## src/rtl/mux8_arb_pkg.sv

```systemverilog
// Shared types and constants for the 8-way round-robin mux arbiter.
package mux8_arb_pkg;

    localparam int unsigned N_REQ = 8;
    localparam int unsigned IDX_W = 3;

    typedef enum logic [1:0] {
        IDLE  = 2'd0,
        GRANT = 2'd1,
        GAP   = 2'd2
    } arb_state_t;

    function automatic logic [N_REQ-1:0] onehot(input logic [IDX_W-1:0] idx);
        logic [N_REQ-1:0] v;
        v = '0;
        v[idx] = 1'b1;
        return v;
    endfunction

endpackage

```

## src/rtl/mux8_arbiter_rr_pick.sv

```systemverilog
// Round-robin picker: first requesting index scanning upward from (ptr+1) mod 8.
module rr_pick
    import mux8_arb_pkg::*;
(
    input  logic [N_REQ-1:0] req,
    input  logic [IDX_W-1:0] ptr,
    output logic             found,
    output logic [IDX_W-1:0] idx
);

    logic [IDX_W-1:0] cand;

    // Scan from the farthest candidate down so the nearest one after ptr wins;
    // i = N_REQ wraps to ptr itself, giving the last owner lowest priority.
    always_comb begin
        found = 1'b0;
        idx   = '0;
        cand  = '0;
        for (int i = N_REQ; i >= 1; i--) begin
            cand = ptr + IDX_W'(i);
            if (req[cand]) begin
                found = 1'b1;
                idx   = cand;
            end
        end
    end

endmodule

```

## src/rtl/mux8_arbiter.sv

```systemverilog
// 8:1 shared mux with round-robin arbitration, bounded hold time and a
// one-cycle break-before-make gap between tenures.
module mux8_arbiter
    import mux8_arb_pkg::*;
#(
    parameter int unsigned MAX_HOLD = 16
) (
    input  logic             CLOCK_50,
    input  logic             reset,
    input  logic [N_REQ-1:0] req,
    input  logic [N_REQ-1:0] din,
    output logic [N_REQ-1:0] gnt,
    output logic [IDX_W-1:0] sel,
    output logic             y,
    output logic             valid
);

    localparam logic [7:0] HOLD_LAST = 8'(MAX_HOLD - 1);

    arb_state_t       state;
    logic [IDX_W-1:0] ptr;
    logic [7:0]       hold_cnt;
    logic             pick_found;
    logic [IDX_W-1:0] pick_idx;
    logic             release_owner;

    rr_pick u_rr_pick (
        .req   (req),
        .ptr   (ptr),
        .found (pick_found),
        .idx   (pick_idx)
    );

    // Owner drop and timeout in the same cycle collapse into one exit.
    assign release_owner = !req[sel] || (hold_cnt == HOLD_LAST);

    always_ff @(posedge CLOCK_50) begin
        if (reset) begin
            state    <= IDLE;
            gnt      <= '0;
            sel      <= '0;
            y        <= 1'b0;
            valid    <= 1'b0;
            hold_cnt <= '0;
            ptr      <= 3'd7;
        end else begin
            // y/valid trail the grant by one cycle; y holds when no owner sampled.
            valid <= (state == GRANT);
            if (state == GRANT) begin
                y <= din[sel];
            end

            unique case (state)
                IDLE, GAP: begin
                    if (pick_found) begin
                        state    <= GRANT;
                        gnt      <= onehot(pick_idx);
                        sel      <= pick_idx;
                        hold_cnt <= '0;
                    end else begin
                        state <= IDLE;
                    end
                end
                GRANT: begin
                    if (release_owner) begin
                        state <= GAP;
                        gnt   <= '0;
                        ptr   <= sel;
                    end else begin
                        hold_cnt <= hold_cnt + 8'd1;
                    end
                end
                default: begin
                    state <= IDLE;
                    gnt   <= '0;
                end
            endcase
        end
    end

endmodule

```

## config.mk

```make
export PLATFORM = sky130hd
export DESIGN_NAME = mux8_arbiter
export DESIGN_NICKNAME = d
export VERILOG_FILES = /design/src/rtl/mux8_arb_pkg.sv /design/src/rtl/mux8_arbiter_rr_pick.sv /design/src/rtl/mux8_arbiter.sv
export SDC_FILE = /design/constraint.sdc
export NUM_CORES = 1
export LEC_CHECK = 0
export CAP_MARGIN = 30
export CORE_MARGIN = 1
export CORE_UTILIZATION = 50
export DETAILED_ROUTE_END_ITERATION = 7
export PLACE_DENSITY = 0.79
export SLEW_MARGIN = 20
export SYNTH_ARGS = -nofsm -noshare
export SYNTH_HDL_FRONTEND = slang
export SYNTH_HIERARCHICAL = 1
export SYNTH_SLANG_ARGS = --single-unit
```

## constraint.sdc

```tcl
create_clock -name CLOCK_50 -period 3.8 [get_ports CLOCK_50]
set_input_delay 0.57 -clock CLOCK_50 [delete_from_list [all_inputs] [get_ports CLOCK_50]]
set_output_delay 0.57 -clock CLOCK_50 [all_outputs]
set_load 0.01 [all_outputs]
```

# Word-level counts from Yosys, hierarchy flattened
# Index checks and enable logic that the tools add are counted.
classes:
  add_sub_neg: 8
  n_lt_le_gt_ge: 11
  n_eq_ne: 6
  mux: 47
  n_reduce_logical: 10
ops:
  columns: ["op", "count"]
  rows:
  - ["$lt A3 B4 Y1 const B", 10]
  - ["$mux W8", 4]
  - ["$pmux W8 S2", 2]
  - ["$bmux W1 S3", 10]
  - ["$mux W3", 8]
  - ["$mux W1", 20]
  - ["$add A3 B3 Y3 const B", 4]
  - ["$add A8 B1 Y8 const B", 1]
  - ["$eq A8 B4 Y1 const B", 1]
  - ["$add A3 B2 Y3 const B", 2]
  - ["$ne A2 B2 Y1 const B", 3]
  - ["$reduce_and A2 Y1", 3]
  - ["$pmux W2 S2", 1]
  - ["$add A3 B1 Y3 const B", 1]
  - ["$demux W1 S3", 1]
  - ["$ge A3 B1 Y1 const B", 1]
  - ["$reduce_and A3 Y1", 1]
  - ["$eq A2 B1 Y1 const B", 1]
  - ["$eq A2 B2 Y1 const B", 1]
  - ["$logic_not A2 Y1", 1]
  - ["$mux W2", 1]
  - ["$reduce_bool A2 Y1", 1]
  - ["$reduce_or A2 Y1", 1]
  - ["$logic_and A1 B1 Y1", 1]
  - ["2 further kinds", 2]
word_totals:
  ff_bits: 26
  inputBits: 18
  output_inout_bits: 13

# Longest topological paths before layout
logic_depth:
  ltp_word: 16
  depth_mapped: 15

# Hierarchy
# The synthesis kept the hierarchy.
modules_own_cells:
  columns: ["module", "instances", "cells_per_inst", "area_each_um2", "seq_area_each_um2"]
  rows:
  - ["mux8_arbiter", 1, 151, 1326.3, 520.5]
  - ["rr_pick", 1, 77, 674.4, 0.0]

# Least setup slack after synthesis
# Ideal clock, no wire load.
synth_path:
  path_kind: "register -> register"
  startpoint: "register ptr[1]"
  endpoint: "register hold_cnt[6]"
  setup_time_ns: 0.117
  t_arrival_ns: 3.252
  slack_ns: 0.431
  stages_incl_launch_ff: 14
  path_buffers: 3
  period_less_slack_ns: 3.369
  path_cell_list: "dfxtp_1 clkbuf_1 inv_1 ha_1 buf_6 mux4_2 mux2_4 nor4_1 nand3_1 nand2b_1 clkbuf_1 nor4_1 a211o_1 a32o_1"
synth_between:
  elab_chain_cells: 12
synth_rtl:
  columns: ["item", "line_no", "rtl"]
  rows:
  - ["from (decl)", "mux8_arbiter.sv:21", "logic [IDX_W-1:0] ptr;"]
  - ["from (signal assigned)", "mux8_arbiter.sv:68", "ptr <= sel;"]
  - ["$add A3 B3 Y3 / $bmux W1 S3 (equally long branches)", "mux8_arbiter_rr_pick.sv:20, mux8_arbiter_rr_pick.sv:21", null]
  - ["$bmux W1 S3 / $mux W1 (equally long branches)", "mux8_arbiter_rr_pick.sv:21", "if (req[cand]) begin"]
  - ["$mux W1 (not written as such)", "mux8_arbiter_rr_pick.sv:21", null]
  - ["$mux W1 (6 in series)", "mux8_arbiter_rr_pick.sv:21", null]
  - ["$mux W1 (*)", "mux8_arbiter_rr_pick.sv:21", null]
  - ["net pick_found", "mux8_arbiter.sv:23", "logic pick_found;"]
  - ["$ne A2 B2 Y1 (no source line) (*)", null, null]
  - ["$reduce_and A3 Y1 (no source line) (*)", null, null]
  - ["to (signal assigned)", "mux8_arbiter.sv:70", "hold_cnt <= hold_cnt + 8'd1;"]
  - ["to (decl)", "mux8_arbiter.sv:22", "logic [7:0] hold_cnt;"]
# Mark *: on every way through the listed nets, which the timed path passes. The rest lies on a longest branch. The select of a mux whose other input is x is not followed.
# A chain may end at the register's enable or synchronous reset.

# Final worst setup path
layout_path:
  startpoint: "register ptr[1]"
  endpoint: "register hold_cnt[7]"
# Same word-level chain as after synthesis.

==> run metrics <==
Net Switching=0.780 mW; mapped cell area=2000 sq um; skew final=6.92 ps; Hold Fails Final Rpt=0; DP Worst Slack=529 ps; Max Used Layer=met4; post_cts resized=0; Cell variety after synth=55; status=complete, no violations; register area share after synthesis=26.0%; fraction of registers with async set or reset after synthesis=0%; commonest non-fill, non-tap cells in the layout=clkdlybuf4s50_1, dfxtp_1, nand2_1, a21oi_1, nor2_1; cells along the critical path=inv_1 -> ha_1 -> mux4_2 -> mux2_4 -> nor4_1 -> nand3_1 -> nand2b_1 -> nor2_1 -> mux2_2 -> a21oi_1 -> o32ai_1; Slowest cell on crit path=mux4_2; CP endpoint kind=register; drt total wl=4.77 mm; worst path arrival time=3310 ps; Static Leak=0.846 nW; full die area=4260 sq um; number of I/O pins=31; hold slack=477 ps; part of the power in combinational logic=64.1%; first-pass GRT wire length=8.00 mm; sw frac=44.4%; Num CTS Buffers=3; Fmax achieved=317 MHz; cell internal pwr=0.975 mW; Die Y=65.3 um; syn_nets=249; Clock Latency Late Sink=280 ps; CP max stage delay=610 ps; Post-Place Cells=298; GR Overflow Total=0; predominant post-synthesis flop cell=dfxtp_1; initial antenna violation count=0; via/cell ratio=6.32; Setup CP Type=register to register; # DRC=0; Final Critical Period=3160 ps; number of synthesized flops with an enable pin=0; max cap viols=0; synthesized flop and latch total=26; Peak VDD IR=368 uV; First-pass DRT Iterations=4; initial drt markers=132; gr usage total=24.3%; clk root buf=clkbuf_8; count of input and output buffers=30; final period utilization=83.1%; worst hold-check path type=register to register; hold buffers post-CTS=0; Worst Path Required=3960 ps; Routed Antenna Nets=0; htree depth=1; final setup fails=0; Routed met2 length=2.22 mm; # nets final=276; maximum clock path buffer count=2; cell row count=22; CTS sink count=26; fin. max-slew vios=0; Routed met3 length=411 um; clock-pin slew on the worst setup and hold paths=100 ps; setup_tns=0 ps; Vias=1909; post-CTS setup buffers=0; crit start category=register; synthesized instance count=228; CTS tree=built; unrepaired setup endpoints after global routing=false; most common cell after layout, fill and taps aside=clkdlybuf4s50_1; fin cells=302; area of the multi-input gates=1370 sq um; Synth Warn #=6; largest net degree at the start of global routing=28; area growth from synthesis to layout=18.7%; Placer Congestion=0.909; die width=65.3 um; average wire per standard cell=15.8 um; wl on met1=2.07 mm; FF/Latch Area=520 sq um; Fillers=341; # diodes=0; Worst Tran Pin Value=635 ps; vias in the first global route=1726; worst rel slew slack=57.5%; HPWL after DPL=3.45 mm; clock power share=13.3%; Mean Syn Cell Area=8.77 sq um; Power Dens Cells=739 nW/um^2; initial core utilization=53.4%; layout cell share with drive strength beyond 1=14.2%; core box area=3740 sq um; Setup WS post-layout=643 ps; register share of total power=22.6%; Max FO, Critical Path=8
per-layer routing:
| metal | GRT usage, % | vias up |
|---|---|---|
| met5 | 0 | - |
| met4 | 10.6 | 0 |
| met3 | 5.56 | 8 |
| met2 | 37.4 | 94 |
| met1 | 32.2 | 896 |
| li1 | - | 911 |
per-stage QoR:
stage	total power [mW]	area, sq um	utilization, %
CTS	1.74	2370	63.4
floorplan	1.26	2000	-
detailed placement	1.50	2300	61.5
global placement	1.48	2300	61.5
global route	1.91	2370	63.4
finish	1.76	2370	63.4
registers in the layout, summed over array words and instances, names as in the netlist:
name / flops
gnt: 8
hold_cnt: 8
ptr: 3
sel: 3
state: 2
valid: 1
y: 1
power groups by stage:
| stage | Clock, mW | Combinational, mW | Sequential [mW] |
|---|---|---|---|
| 3_5_place_dp | 0 | 1.09 | 0.404 |
| 4_1_cts | 0.240 | 1.11 | 0.398 |
| 3_3_place_gp | 0 | 1.08 | 0.401 |
| 6_report | 0.233 | 1.13 | 0.397 |
| 5_1_grt | 0.255 | 1.25 | 0.406 |
| 2_1_floorplan | 0 | 0.872 | 0.390 |
critical path: cells and delay by family, from the launching register on:
kind                     cells  cell delay [ps]
adder cells (fa/ha/maj)      1              460
AND/OR/NAND/NOR              4              760
multiplexers                 3             1200
flip-flops                   1              350
AO/OA/AOI/OAI                2              190
buffers and inverters        1               80
synthesized netlist by cell type, types with 2 or more instances:
| library cell | n | area share (%) |
|---|---|---|
| mux4_2 | 9 | 10 |
| nand2b_1 | 5 | 1.6 |
| mux2i_1 | 10 | 5.0 |
| nor3_1 | 3 | 0.75 |
| and4_1 | 2 | 0.88 |
| ha_1 | 3 | 1.9 |
| nor4_1 | 4 | 1.3 |
| dfxtp_1 | 26 | 26 |
| inv_1 | 7 | 1.3 |
| a211oi_1 | 4 | 1.5 |
| a221oi_1 | 2 | 0.88 |
| clkbuf_1 | 5 | 0.94 |
| buf_6 | 5 | 2.8 |
| mux2_4 | 3 | 2.3 |
| nand3_1 | 10 | 2.5 |
| xor2_1 | 2 | 0.88 |
| nor2_1 | 20 | 3.8 |
| a31oi_1 | 4 | 1.3 |
| a21oi_1 | 21 | 5.3 |
| nor2b_1 | 6 | 1.9 |
| o21ai_0 | 14 | 3.5 |
| nand2_1 | 21 | 3.9 |
| or3_1 | 3 | 0.94 |
| mux2_2 | 8 | 4.5 |
logic make-up after synthesis:
group,count (synthesis),synth area share [%]
AND/OR/NAND/NOR,81,19.8
AO/OA/AOI/OAI,65,22.1
multiplexers,31,23.2
flip-flops,26,26.0
buffers and inverters,19,5.69
XOR/XNOR,3,1.31
adder cells (fa/ha/maj),3,1.88
path summary, 6_finish.rpt:
path           from          end  slack, ps  cells after the start
max          ptr[1]  hold_cnt[7]        640                     11
min          gnt[0]       gnt[0]        480                      2
max reg2reg  ptr[1]  hold_cnt[7]        640                     11
min reg2reg  gnt[0]       gnt[0]        480                      2
area by class of cell:
type	count	area share, %
clock buffers	3	1.74
clock inverters	1	1.26
inverters	7	1.11
multi-input cells	183	57.5
flip-flops and latches	26	21.9
well taps	48	2.53
repair buffers	34	13.9
No activity file was read; power rests on OpenSTA's default activity.
